<file path="config.mk">
export PLATFORM = sky130hd
export DESIGN_NAME = systolic_skew_feeder
export DESIGN_NICKNAME = d
export VERILOG_FILES = /design/src/rtl/systolic_skew_feeder.sv
export SDC_FILE = /design/constraint.sdc
export NUM_CORES = 1
export LEC_CHECK = 0
export ABC_AREA = 1
export BUFFER_PORTS_ARGS = -buffer_cell sky130_fd_sc_hd__buf_4
export CAP_MARGIN = 0
export CELL_PAD_IN_SITES_DETAIL_PLACEMENT = 1
export CELL_PAD_IN_SITES_GLOBAL_PLACEMENT = 2
export CORE_AREA = 2 2 226 228
export DETAILED_ROUTE_END_ITERATION = 8
export DIE_AREA = 0 0 228 230
export GPL_TIMING_DRIVEN = 0
export PLACE_DENSITY = 0.67
export REMOVE_ABC_BUFFERS = 1
export SETUP_SLACK_MARGIN = 0.15
export SLEW_MARGIN = 20
export SYNTH_ARGS = -nofsm -noshare
export SYNTH_HDL_FRONTEND = slang
export SYNTH_SLANG_ARGS = --single-unit
</file>
<file path="constraint.sdc">
create_clock -name clk -period 2.45 [get_ports clk]
set_input_delay 0 -clock clk [delete_from_list [all_inputs] [get_ports clk]]
set_output_delay 0 -clock clk [all_outputs]
set_load 0.005 [all_outputs]
</file>
<file path="src/rtl/systolic_skew_feeder.sv">
// N-lane operand staging buffer for an NxN systolic array edge: packs serial words into
// vectors, holds up to DEPTH of them, and replays them with lane i delayed by i cycles.
module systolic_skew_feeder #(
    parameter int DATA_WIDTH = 16,
    parameter int N          = 4,
    parameter int DEPTH      = 4
) (
    input  logic                    clk,
    input  logic                    rst,
    input  logic [DATA_WIDTH-1:0]   in_data,
    input  logic                    in_valid,
    output logic                    in_ready,
    input  logic                    start,
    output logic                    busy,
    output logic                    done,
    output logic                    full,
    output logic                    empty,
    output logic [N*DATA_WIDTH-1:0] out_data,
    output logic [N-1:0]            out_valid
);
    localparam int AW = $clog2(DEPTH);
    localparam int CW = $clog2(DEPTH + 1);
    localparam int LW = $clog2(N);
    localparam int TW = $clog2(DEPTH + N);

    typedef enum logic [1:0] {S_IDLE, S_STREAM, S_DONE} state_t;

    state_t                  r_state;
    logic [DATA_WIDTH-1:0]   r_mem [DEPTH][N];
    logic [AW-1:0]           r_wr_ptr;
    logic [AW-1:0]           r_rd_base;
    logic [CW-1:0]           r_count;
    logic [LW-1:0]           r_lane_cnt;
    logic [TW-1:0]           r_k;
    logic [TW-1:0]           r_t;
    logic [N*DATA_WIDTH-1:0] r_out_data;
    logic [N-1:0]            r_out_valid;
    logic                    r_busy;
    logic                    r_done;

    logic                    w_accept;
    logic                    w_commit;
    logic                    w_last;
    logic [TW-1:0]           w_off  [N];
    logic [AW-1:0]           w_addr [N];
    logic [N*DATA_WIDTH-1:0] w_nxt_data;
    logic [N-1:0]            w_nxt_valid;

    assign in_ready  = (r_count < CW'(DEPTH));
    assign full      = (r_count == CW'(DEPTH));
    assign empty     = (r_count == '0);
    assign busy      = r_busy;
    assign done      = r_done;
    assign out_data  = r_out_data;
    assign out_valid = r_out_valid;

    assign w_accept = in_valid && in_ready;
    assign w_commit = w_accept && (r_lane_cnt == LW'(N - 1));
    assign w_last   = (r_t == r_k + TW'(N - 2));

    // Lane i at stream cycle t shows vector t-i when that vector is inside the latched K.
    always_comb begin
        w_nxt_data  = '0;
        w_nxt_valid = '0;
        for (int i = 0; i < N; i++) begin
            w_off[i]  = r_t - TW'(i);
            w_addr[i] = r_rd_base + w_off[i][AW-1:0];
            if ((r_t >= TW'(i)) && (w_off[i] < r_k)) begin
                w_nxt_valid[i]                         = 1'b1;
                w_nxt_data[i*DATA_WIDTH +: DATA_WIDTH] = r_mem[w_addr[i]][i];
            end
        end
    end

    always_ff @(posedge clk) begin
        if (w_accept) begin
            r_mem[r_wr_ptr][r_lane_cnt] <= in_data;
        end
    end

    always_ff @(posedge clk) begin
        if (rst) begin
            r_state     <= S_IDLE;
            r_wr_ptr    <= '0;
            r_rd_base   <= '0;
            r_count     <= '0;
            r_lane_cnt  <= '0;
            r_k         <= '0;
            r_t         <= '0;
            r_out_data  <= '0;
            r_out_valid <= '0;
            r_busy      <= 1'b0;
            r_done      <= 1'b0;
        end else begin
            if (w_accept) begin
                if (w_commit) begin
                    r_lane_cnt <= '0;
                    r_wr_ptr   <= r_wr_ptr + 1'b1;
                end else begin
                    r_lane_cnt <= r_lane_cnt + 1'b1;
                end
            end
            case (r_state)
                S_IDLE: begin
                    r_out_data  <= '0;
                    r_out_valid <= '0;
                    r_done      <= 1'b0;
                    r_count     <= r_count + CW'(w_commit);
                    // start compares against the count before any same-cycle commit
                    if (start && (r_count != '0)) begin
                        r_state <= S_STREAM;
                        r_k     <= TW'(r_count);
                        r_t     <= '0;
                        r_busy  <= 1'b1;
                    end
                end
                S_STREAM: begin
                    r_out_data  <= w_nxt_data;
                    r_out_valid <= w_nxt_valid;
                    r_count     <= r_count + CW'(w_commit);
                    if (w_last) begin
                        r_state <= S_DONE;
                        r_busy  <= 1'b0;
                        r_done  <= 1'b1;
                    end else begin
                        r_t <= r_t + 1'b1;
                    end
                end
                S_DONE: begin
                    r_out_data  <= '0;
                    r_out_valid <= '0;
                    r_done      <= 1'b0;
                    r_rd_base   <= r_rd_base + AW'(r_k);
                    r_count     <= r_count - CW'(r_k) + CW'(w_commit);
                    r_state     <= S_IDLE;
                end
                default: begin
                    r_state <= S_IDLE;
                end
            endcase
        end
    end
endmodule

</file>
# Word level (Yosys, flattened, before mapping)
# Memories as Yosys holds them, arrays and structs flattened.
# Cells that the tools add are included.
# op_classes
n_bitwise,1
shifts,0
n_eq_ne,8
mul,0
order_cmp,11
addsub,15
reduce_logical,22
muxes,27
div_mod_pow,0
# op_table
op,n
$pmux W64 S2,1
$mux W16,5
$mux W64,1
$demux W16 S2,1
$lt A3 B3 Y1,4
$pmux W3 S2,2
$add A2 B2 Y2,5
$logic_and A1 B1 Y1,8
$mux W1,8
$pmux W4 S2,1
$reduce_and A2 Y1,4
$add A3 B1 Y3,2
$ge A3 B1 Y1 const B,2
$ge A3 B2 Y1 const B,2
$mux W2,3
$mux W3,2
$ne A2 B2 Y1 const B,3
$reduce_and A3 Y1,2
$reduce_bool A2 Y1,3
$sub A3 B2 Y3 const B,2
$add A2 B1 Y2 const B,2
$eq A2 B2 Y1 const B,2
$pmux W1 S2,2
$pmux W2 S2,1
other kinds (15),16
# totals
ramBits,256
inputBits,20
word_cells,96
memories,1
latch_bits,0
rom_bits,0
regBits,87
# memory_table
name,depth,word_bits,rd,rd_clocked_by_memory_dff,wr,line,source
r_mem,4,64,4,0,1,29,logic [DATA_WIDTH-1:0] r_mem [DEPTH][N];

# Logic depth before layout (Yosys ltp)
# depth
word_depth,6
mapped_depth,12

# Least setup slack after synthesis
# Ideal clock, no wire load.
# synth_timing
path_type,reg-to-reg
start,register r_count[2]
end,register r_count[2]
slack_ps,153
path_stages_with_launch,13
t_arrival_ps,2227
t_required_ps,2380
period_less_slack_ps,2297
cell_sequence,dfxtp_1 inv_1 nand2_1 nor2_1 clkinv_1 ha_1 inv_1 ha_1 fa_1 xnor2_1 xnor2_1 nand2_1 a21oi_1
# synth_between
elab_chain_len,5
elab_cells_between_ends,7
cone_classes,add/sub: 3; order compare: 1; mux: 1; reduce/logical: 2
# synth_lines
item,line,source
start: declaration,32,logic [CW-1:0] r_count;
start signal: assignment,108,r_count <= r_count + CW'(w_commit);
start signal: assignment,120,r_count <= r_count + CW'(w_commit);
start signal: assignment,134,r_count <= r_count - CW'(r_k) + CW'(w_commit);
$lt A3 B3 Y1 (*),49,assign in_ready = (r_count < CW'(DEPTH));
named net in_ready,12,"output logic in_ready,"
$logic_and A1 B1 Y1 (*),57,assign w_accept = in_valid && in_ready;
$logic_and A1 B1 Y1 (*),58,assign w_commit = w_accept && (r_lane_cnt == LW'(N - 1));
"$add A3 B1 Y3, on equally long branches","134, 108, 120",
$pmux W3 S2 (*),103,case (r_state)
# The timed path passes the listed nets; every way through them passes the cells marked *.
# A chain may end at the register's enable or synchronous reset.

# Worst setup path after layout
# layout_timing
start,register r_lane_cnt[1]
end,register r_count[2]
# layout_between
elab_chain_len,4
elab_cells_between_ends,5
cone_classes,add/sub: 2; eq/ne: 1; mux: 1; reduce/logical: 1
# layout_lines
item,line,source
start: declaration,33,logic [LW-1:0] r_lane_cnt;
start signal: assignment,100,r_lane_cnt <= r_lane_cnt + 1'b1;
$eq A2 B2 Y1 (*),58,
$logic_and A1 B1 Y1 (*),58,
"$add A3 B1 Y3, on equally long branches","134, 108, 120",
$pmux W3 S2 (*),103,
# Every way passes the cells marked *; elsewhere a longest branch is shown, timed or not.

==> reports/results.md <==
### Placement
• **routability congestion estimate** 0.715
• **Placed Instances** 1,930
• **worst setup timing slack at the placement stage** -0.733 ns
• **HPWL reported at the end of detailed placement** 22.5 mm
• **Post-Place Cell Area** 15,400 µm²
• **count of buffers inserted at the top-level ports** 92

### Pwr
• **leakage power figure** 6.15 nW
• **power per standard cell area** 755 nW/µm²
• **peak ir drop on the vdd network** 0.398 mV
• **post-route total power** 13.2 mW

### GRT
• **Remaining Overflow, GRT** 0
• **first-pass GRT wire length** 57.9 mm
• **number of global-route vias before repair** 9,748
• **maximum number of pins on one net before global-route repair** 78
• **All-Layer GR Usage** 14.4%
• **initial antenna violation count** 0

### Finish
• **final design area excluding fillers** 17,400 µm²
• **non-filler instance count after layout** 2,044
• **area occupied by multi-input gates** 4120 µm²
• **synthesis-to-finish area growth** 26.1%
• **number of fill cells** 5,527
• **core occupancy in the finished layout** 34.9%
• **count of inserted antenna diode cells** 0
• **Total Nets Final** 1,394
• **footprint of the flip-flops and latches** 9440 µm²
• **fraction of layout instances using a drive strength above 1** 23.5%

### Synthesis
• **synthesized cell area** 13,800 µm²
• **Avg Synthesized Cell Area** 11.4 µm²
• **flip-flop and latch count after synthesis** 343
• **Synth Area in Compound Gates** 9.05%
• **arithmetic-cell share of the synthesized area counting full adders, half adders and majority gates** 3.13%
• **post-synthesis cell type count** 33
• **count of mapped cells out of synthesis** 1,208
• **mux cell area share after synthesis** 0%
• **fraction of synthesized cell area in xor and xnor cells** 0.254%
• **largest family of logic cells by synthesized area** simple AND/OR/NAND/NOR gates
• **yosys synthesis warning count** 0
• **share of the yosys chip area belonging to registers** 68.3%
• **simple-gate share of the synthesized area** 16.0%

### Timing
• **Post-Route Hold Slack** 0.0586 ns
• **clock skew** 0.0291 ns
• **number of endpoints with negative hold slack in the final report** 0
• **smallest setup slack after layout** 0.214 ns
• **Period minus WS final** 2.24 ns
• **total negative setup slack** 0 ns
• **Setup-failing EPs final** 0
• **achievable clock frequency** 0.447 GHz
• **Least-Margin Pin Slew** 1.01 ns
• **worst slew margin relative to its limit** 32.7%
• **RSZ-0062 raised after global routing** false
• **Period Utilization, post-route** 91.3%
• **final max-slew violation count** 0

### Critical path
• **largest fanout of any net on the critical path** 3
• **Worst Setup End Kind** flop
• **data arrival time of the critical path** 2.71 ns
• **start-to-end type of the worst setup path** flop to flop
• **required time of the worst setup path** 2.92 ns
• **critical path launch point type** flop

### Die
• **number of placement rows** 82
• **starting density of the core** 27.7%
• **Die Ht** 230 µm
• **standard cell core area** 49,900 µm²
• **area of the die** 52,400 µm²
• **boundary pin count** 93
• **die outline width** 228 µm

### Detailed routing
• **Starting DRT DRC Count** 411
• **ANT nets after route** 0
• **total vias in the final route** 9,296
• **drt drc** 0
• **average detailed-routed wire length per instance** 18.6 µm
• **Via density** 4.55
• **iteration count of the initial detailed-routing pass** 4
• **Detailed Route WL** 38.1 mm

### Clocking
• **clock-pin slew on the worst setup and hold paths** 0.06 ns
• **maximum count of clock buffers along a single path** 3
• **Clock Tree Root** clkbuf_16
• **clock buffers created by TritonCTS** 40
• **worst-skew pair later-pin latency** 0.57 ns
• **# clock sinks** 343
• **total number of H-tree levels** 2
• **clock tree from TritonCTS** done

### Min path
• **kind of path behind the tightest hold check** input port to flop

### Job
• **MaxCap Viol Count** 0

### Run status
• **run status** finished clean

-- critical path, cell delays in order (launching register included) --
cell	delay (ns)
dfxtp_4	0.37
ha_4	0.13
inv_2	0.04
nor2_4	0.15
clkinv_4	0.08
ha_4	0.26
inv_2	0.04
ha_4	0.15
fa_2	0.37
xnor2_2	0.15
xnor2_1	0.20
nand2_1	0.08
a21oi_1	0.13
-- flip-flops by register name, summed over array words and instances, names as in the netlist --
name,count
r_state,2
r_t,3
r_lane_cnt,2
r_wr_ptr,2
r_rd_base,2
r_count,3
out_data,64
done,1
r_mem,256
out_valid,4
r_k,3
busy,1
-- what timing repair did --
action,CTS,global route
hold buffers,17,0
endpoints found under the hold margin,258,0
endpoints found under the setup margin,133,51
cloned,0,1
pin swaps,5,8
setup buffers,13,9
gates resized for setup,17,22
-- cells in the mapped netlist --
cell	number	area share, %
nand2_1	308	8.4
edfxtp_1	256	56
nand3_1	96	3.5
dfxtp_1	87	13
a21oi_1	75	2.7
o21ai_0	72	2.6
or2_2	64	2.9
a21boi_0	49	2.7
inv_1	41	1.1
ha_1	33	3.0
nor2_1	33	0.90
clkbuf_1	31	0.84
buf_2	26	0.94
a21oi_2	9	0.57
buf_4	3	0.16
xnor2_1	3	0.19
a21oi_4	2	0.24
inv_2	2	0.054
nand4_1	2	0.091
nor2_2	2	0.091
o211ai_1	2	0.11
a211oi_1	1	0.054
buf_1	1	0.027
buf_6	1	0.082
clkinv_1	1	0.027
fa_1	1	0.14
nand2_2	1	0.045
nand3_2	1	0.072
nor3_1	1	0.036
o21ai_1	1	0.036
o21bai_1	1	0.054
or2_4	1	0.063
xor2_1	1	0.063
-- metal layers --
metal	vias up	wire [µm]	global-route usage, %
li1	4435	-	-
met1	4679	17100	18.0
met2	133	19000	25.3
met3	49	1200	2.46
met4	0	820	4.80
met5	-	0	0
-- cell usage in the layout (no fill, tap or decap), types with 3 or more instances in the layout --
cell type / Yosys / routed
nand2_4: 0 / 3
dfxtp_2: 0 / 3
a21boi_0: 49 / 46
buf_6: 1 / 8
a21oi_1: 75 / 75
nand3_1: 96 / 94
buf_4: 3 / 106
bufinv_16: 0 / 4
clkinv_2: 0 / 4
buf_12: 0 / 8
dlygate4sd3_1: 0 / 17
clkbuf_8: 0 / 7
edfxtp_1: 256 / 256
ha_4: 0 / 5
buf_8: 0 / 9
nand3_2: 1 / 3
clkbuf_16: 0 / 42
nand2_1: 308 / 303
nor2_2: 2 / 16
or2_2: 64 / 64
nor2_4: 0 / 3
dfxtp_1: 87 / 83
clkbuf_1: 31 / 11
o21ai_0: 72 / 72
ha_1: 33 / 28
a21oi_2: 9 / 9
buf_16: 0 / 3
inv_1: 41 / 34
inv_2: 2 / 6
nor2_1: 33 / 16
-- layout make-up --
type	instances	area share [%]
sequential	343	54.2
multi-input combinational	759	23.6
timing repair buffer	152	8.37
clock buffer	59	6.68
tap	672	4.83
clock inverter	15	1.22
inverter	44	1.08
-- where the power goes --
group	internal, mW	leakage [nW]	switching (mW)
Clock	3.75	0.672	2.47
Combinational	0.193	2.47	0.416
Sequential	6.31	3.02	0.0210
Total	10.3	6.15	2.91
-- path summary, 6_finish.rpt --
path	startpoint	to	slack (ns)	cells after the start
worst max-delay path	r_lane_cnt[1]	r_count[2]	0.21	12
worst min-delay path	rst	out_valid[3]	0.06	2
worst max register to register	r_lane_cnt[1]	r_count[2]	0.21	12
worst min register to register	out_data[20]	out_data[20]	0.47	2
-- logic make-up (layout without fill, tap and decap cells) --
logic type               count (synthesis)  after routing
XOR/XNOR                                 4              4
AND/OR/NAND/NOR                        509            509
flip-flops                             343            343
adder cells (fa/ha/maj)                 34             34
buffers and inverters                  106            270
AO/OA/AOI/OAI                          212            212
Power figures use the tool's default switching activity.
